### config.mk
export PLATFORM = sky130hd
export DESIGN_NAME = led_bit_encoder
export DESIGN_NICKNAME = d
export VERILOG_FILES = /design/src/rtl/led_pkg.sv /design/src/rtl/led_bit_encoder.sv
export SDC_FILE = /design/constraint.sdc
export NUM_CORES = 1
export LEC_CHECK = 0
export BUFFER_PORTS_ARGS = -buffer_cell sky130_fd_sc_hd__buf_2
export CAP_MARGIN = 20
export CELL_PAD_IN_SITES_DETAIL_PLACEMENT = 2
export CELL_PAD_IN_SITES_GLOBAL_PLACEMENT = 2
export CORE_ASPECT_RATIO = 1.1
export CORE_MARGIN = 2
export CORE_UTILIZATION = 40
export DETAILED_ROUTE_END_ITERATION = 6
export PLACE_DENSITY_LB_ADDON = 0.05
export SLEW_MARGIN = 20
export SYNTH_ARGS = -nofsm -noshare
export SYNTH_HDL_FRONTEND = slang
export SYNTH_SLANG_ARGS = --single-unit
### constraint.sdc
create_clock -name i_clk -period 4.85 [get_ports i_clk]
set_input_delay 0.2425 -clock i_clk [delete_from_list [all_inputs] [get_ports i_clk]]
set_output_delay 0.2425 -clock i_clk [all_outputs]
set_load 0.05 [all_outputs]
### src/rtl/led_pkg.sv
// led_pkg: state encoding and default timing constants shared by the
// one-wire LED bit encoder, its producers and its testbenches.
package led_pkg;

  typedef enum logic [1:0] {
    IDLE  = 2'd0,
    HIGH  = 2'd1,
    LOW   = 2'd2,
    LATCH = 2'd3
  } led_state_e;

  // Default WS2812-style timing, in clk cycles.
  localparam int LED_T0H_CYCLES   = 20;
  localparam int LED_T1H_CYCLES   = 40;
  localparam int LED_BIT_CYCLES   = 63;
  localparam int LED_LATCH_CYCLES = 14000;

  // Counter width able to hold the longest interval the encoder times.
  function automatic int led_cnt_width(input int bit_cycles, input int latch_cycles);
    int longest;
    longest = (bit_cycles > latch_cycles) ? bit_cycles : latch_cycles;
    return $clog2(longest + 1);
  endfunction

endpackage

### src/rtl/led_bit_encoder.sv
// led_bit_encoder: pops single bits from a first-word-fall-through FIFO and
// emits them as NRZ one-wire pulses (WS2812-style). Bits go back to back
// with no gap; when the FIFO runs dry the line is held low for a latch
// interval and o_frame_done pulses on its final cycle.
//
// Ports:
//   i_clk         clock, rising edge
//   i_reset       asynchronous active-high reset
//   i_data        FIFO head bit, valid while i_empty is low
//   i_empty       FIFO empty flag
//   o_read        FIFO pop strobe (combinational), head consumed on that edge
//   o_led         registered serial LED data line
//   o_busy        high whenever the encoder is not IDLE
//   o_frame_done  one-cycle pulse on the last latch cycle
//
// Build option:
//   LED_ENC_INVERT_OUT_EN  when defined, o_led is inverted (idle/reset level 1)
//                          for strips behind an inverting level shifter.
//
// state | meaning
// IDLE  | line idle, waiting for the FIFO to become non-empty
// HIGH  | driving the high part of the current bit (T0H or T1H cycles)
// LOW   | driving the low remainder of the bit period
// LATCH | line held low so the strip latches the frame
module led_bit_encoder
  import led_pkg::*;
#(
  parameter int T0H_CYCLES   = LED_T0H_CYCLES,
  parameter int T1H_CYCLES   = LED_T1H_CYCLES,
  parameter int BIT_CYCLES   = LED_BIT_CYCLES,
  parameter int LATCH_CYCLES = LED_LATCH_CYCLES
) (
  input  logic i_clk,
  input  logic i_reset,
  input  logic i_data,
  input  logic i_empty,
  output logic o_read,
  output logic o_led,
  output logic o_busy,
  output logic o_frame_done
);

  localparam int CW = led_cnt_width(BIT_CYCLES, LATCH_CYCLES);

  localparam logic [CW-1:0] T0H_LAST  = CW'(T0H_CYCLES - 1);
  localparam logic [CW-1:0] T1H_LAST  = CW'(T1H_CYCLES - 1);
  localparam logic [CW-1:0] T0L_LAST  = CW'(BIT_CYCLES - T0H_CYCLES - 1);
  localparam logic [CW-1:0] T1L_LAST  = CW'(BIT_CYCLES - T1H_CYCLES - 1);
  localparam logic [CW-1:0] LAT_LAST  = CW'(LATCH_CYCLES - 1);
  // Cycle before the last latch cycle; o_frame_done is registered, so it is
  // armed one cycle early. Unused (never reached) when LATCH_CYCLES == 1.
  localparam logic [CW-1:0] LAT_PRE   = CW'(LATCH_CYCLES - 2);
  localparam logic [CW-1:0] CNT_ONE   = CW'(1);

`ifdef LED_ENC_INVERT_OUT_EN
  localparam logic LED_ON  = 1'b0;
  localparam logic LED_OFF = 1'b1;
`else
  localparam logic LED_ON  = 1'b1;
  localparam logic LED_OFF = 1'b0;
`endif

  if (!(T0H_CYCLES > 0 && T0H_CYCLES < T1H_CYCLES &&
        T1H_CYCLES < BIT_CYCLES && LATCH_CYCLES > 0)) begin : g_bad_params
    $error("led_bit_encoder: need 0 < T0H < T1H < BIT and LATCH > 0");
  end

  led_state_e    state;
  logic [CW-1:0] counter;
  logic          bit_q;

  logic [CW-1:0] high_last;
  logic [CW-1:0] low_last;
  logic          pop_slot;

  assign high_last = bit_q ? T1H_LAST : T0H_LAST;
  assign low_last  = bit_q ? T1L_LAST : T0L_LAST;

  // A pop is allowed in IDLE and on the final LOW cycle of a bit, which is
  // what keeps back-to-back bits exactly BIT_CYCLES apart.
  assign pop_slot = (state == IDLE) || (state == LOW && counter == low_last);
  assign o_read   = pop_slot && !i_empty;

  always_ff @(posedge i_clk or posedge i_reset) begin
    if (i_reset) begin
      state        <= IDLE;
      counter      <= '0;
      bit_q        <= 1'b0;
      o_led        <= LED_OFF;
      o_busy       <= 1'b0;
      o_frame_done <= 1'b0;
    end else begin
      o_frame_done <= 1'b0;
      case (state)
        IDLE: begin
          if (o_read) begin
            bit_q   <= i_data;
            state   <= HIGH;
            counter <= '0;
            o_led   <= LED_ON;
            o_busy  <= 1'b1;
          end
        end
        HIGH: begin
          if (counter == high_last) begin
            state   <= LOW;
            counter <= '0;
            o_led   <= LED_OFF;
          end else begin
            counter <= counter + CNT_ONE;
          end
        end
        LOW: begin
          if (counter == low_last) begin
            counter <= '0;
            if (o_read) begin
              bit_q <= i_data;
              state <= HIGH;
              o_led <= LED_ON;
            end else begin
              state        <= LATCH;
              o_frame_done <= (LATCH_CYCLES == 1);
            end
          end else begin
            counter <= counter + CNT_ONE;
          end
        end
        LATCH: begin
          if (counter == LAT_LAST) begin
            state   <= IDLE;
            counter <= '0;
            o_busy  <= 1'b0;
          end else begin
            counter      <= counter + CNT_ONE;
            o_frame_done <= (counter == LAT_PRE);
          end
        end
        default: begin
          state   <= IDLE;
          counter <= '0;
          o_led   <= LED_OFF;
          o_busy  <= 1'b0;
        end
      endcase
    end
  end

endmodule

==> metrics.cfg <==
[placed_design]
port_buffers=7
place_ws_ns=2.31
gp_congestion=0.802
hpwl_um=2710
place_area_um2=1330

[detailed_routing]
routed_wl_um=3720
drtPass1Iterations=4
vias=1132
drc=0
wl_per_cell_um=20.7
ant_nets=0
vias_per_cell=6.29
drt-initial-drc-count=28

[floorplanning]
ios=8
die_w_um=58.6
start_util_pct=42.4
die_h_um=64.1
num_rows=21
dieArea_um2=3760
coreArea_um2=3100

[yosys]
synthAdderAreaFrac_pct=1.90
synth_top_family_by_area=simple AND/OR/NAND/NOR gates
synth-edff-count=0
synth_ff_type=dfrtp_1
async_flop_share_pct=100
yosys.area_share.simple_pct=27.3
synth_nets=148
ys_types=45
yosysWarningCount=0
synth-seq-area-share_pct=38.1
syn_avg_cell_area_um2=9.25
synthXorXnorAreaFrac_pct=2.67
synth-seq-cells=20
syn-cell-area_um2=1310
muxShareOfSynthArea_pct=1.71
synth-compound-area-share_pct=21.7
synthCells=142

[setup_path]
cp.arrival_ns=2.52
critical_path.cell_chain=or3_4 > nor4_4 > nand4_1 > a211oi_2 > buf_2
cp_slowest_cell=dfrtp_1
required_ns=4.61
start_kind=flop
cp_max_fo=6
startpoint=counter[8]$_DFFE_PP0N_
reg2reg_setup_slack_ns=2.36
critical_path_class=flop to output port
reg2reg_from=counter[8]$_DFFE_PP0N_
critPathCaptureType=output port
slowest_delay_ns=0.47

[sta]
post-route-min-period_ns=2.76
rsz0062_at_grt=no
slew_violations=0
tns_ns=0
hold_viol=0
skew_ns=0.00319
slew_headroom_pct=42.4
setup_violations=0
tightestPinTransition_ns=0.859
period_share_pct=56.9
timing.final.ws_setup_ns=2.09
clock.fmax_ghz=0.362

[power_and_ir_drop]
p_total_mw=0.680
power_density_nw_per_um2=489
ir_drop_mv=0.203
p_leak_nw=0.535

[finish]
multi_input_area_um2=738
nets=153
n_antenna_cell=0
final_layout_size_suffix_gt1_share_pct=19.2
num-fill-cells=345
synthToLayoutAreaGrowth_pct=5.90
design_area_um2=1390
register_area_um2=500

[clock_network]
cts-root-buf=clkbuf_4
cts.sinks=20
clk_path_buf_depth=2
cts_buffers=3
clkSlewWorstSetupHoldPaths_ns=0.13
h-tree-depth=1
clk_latency_ns=0.31
cts_tree=done
cts-hold-fix-buffers=0
cts_setup_buffers=0
cts_resized=0

[global_routing]
grt_start_max_net_pins=21
grt_use_total_pct=22.3
grt_pass1_wl_um=6330
grt_overflow=0
antenna_found_initial=0
grt_pass1_vias=1212

[status]
status=finished clean

[flow_run]
cap_violations=0

[hold_path]
hold_class=input port to async pin

flip-flops by register name (all words and copies together) (netlist names):
name          count
o_frame_done      1
o_led             1
state             2
counter          14
o_busy            1
bit_q             1
cell families after synthesis:
logic type / count (synthesis)
AO/OA/AOI/OAI: 42
adder cells (fa/ha/maj): 2
multiplexers: 2
flip-flops: 20
AND/OR/NAND/NOR: 59
XOR/XNOR: 4
buffers and inverters: 13
Yosys cell counts (2+ instances only):
library cell,count,area share [%]
nor4_1,2,0.95
clkbuf_2,2,0.76
buf_6,3,2.6
nor2_1,6,1.7
o311ai_0,3,2.0
a21oi_1,4,1.5
mux2_2,2,1.7
o21ai_0,19,7.2
or2_2,2,0.95
ha_1,2,1.9
nand3_1,4,1.5
nand3b_1,2,1.1
nand2b_1,2,0.95
and3_1,2,0.95
nor3_1,4,1.5
dfrtp_1,20,38
nor4_4,2,3.2
o31ai_1,4,2.3
xnor2_1,4,2.7
nand2_1,19,5.4
o22ai_1,3,1.4
inv_1,6,1.7
nand4_1,2,0.95
a21oi_2,2,1.3
report_power, final:
part | switching [mW] | internal, mW | total [mW]
registers | 0.0652 | 0.208 | 0.274
logic | 0.170 | 0.0936 | 0.264
clock network | 0.0592 | 0.0835 | 0.143
total | 0.294 | 0.386 | 0.680
critical path: cells and delay by family (launching register included):
| family | cells | cell delay (ns) |
|---|---|---|
| AO/OA/AOI/OAI | 1 | 0.38 |
| buffers and inverters | 1 | 0.35 |
| flip-flops | 1 | 0.47 |
| AND/OR/NAND/NOR | 3 | 1.01 |
final timing paths:
kind / endpoint / cells after the start
max: o_read / 5
min: o_led$_DFFE_PP0P_ / 2
max reg2reg: counter[6]$_DFFE_PP0N_ / 5
min reg2reg: o_busy$_DFFE_PP0P_ / 2
max in group asynchronous: counter[7]$_DFFE_PP0N_ / 2
min in group i_clk: bit_q$_DFFE_PP0P_ / 2
routing by layer:
metal	part of all wire, %	GRT usage [%]	wire, um
met4	1.2	5.11	43
met5	0	0	0
met3	1.5	1.82	55
met2	51	36.9	1880
met1	47	31.3	1740
layout make-up:
class	instances	share of cell area, %
clock inverters	1	2.16
multi-input cells	109	53.1
well taps	34	3.06
inverters	6	1.62
clock buffers	3	1.62
repair buffers	7	2.52
flip-flops and latches	20	36.0
per-stage QoR:
| step | util [%] | instances | hold WS, ns |
|---|---|---|---|
| after floorplan | - | 142 | 0.206 |
| after global placement | 43.0 | 176 | 0.412 |
| after detailed placement | 43.0 | 176 | 0.423 |
| after CTS | 44.7 | 180 | 0.0704 |
| after global routing | 44.9 | 180 | 0.105 |
| final | 44.9 | 180 | 0.0459 |
layout by cell type, fill, tap and decap left out, types with 2 or more instances in the layout:
| cell type | n |
|---|---|
| ha_1 | 2 |
| nor3_1 | 3 |
| nor3_2 | 2 |
| nand3_1 | 4 |
| a21oi_2 | 2 |
| xnor2_1 | 4 |
| nand4_1 | 2 |
| a31oi_2 | 2 |
| dfrtp_1 | 20 |
| o311ai_0 | 3 |
| nor4_1 | 2 |
| a21oi_1 | 4 |
| nor4_4 | 2 |
| o31ai_1 | 4 |
| buf_2 | 7 |
| o22ai_1 | 3 |
| nor2_1 | 6 |
| o21ai_0 | 19 |
| nand2_1 | 19 |
| and3_1 | 2 |
| inv_1 | 6 |
| nand3b_1 | 2 |
| or2_2 | 2 |
| nand2b_1 | 2 |
| mux2_2 | 2 |
| clkbuf_4 | 3 |
Note: power is estimated with default switching activity, not from simulation.
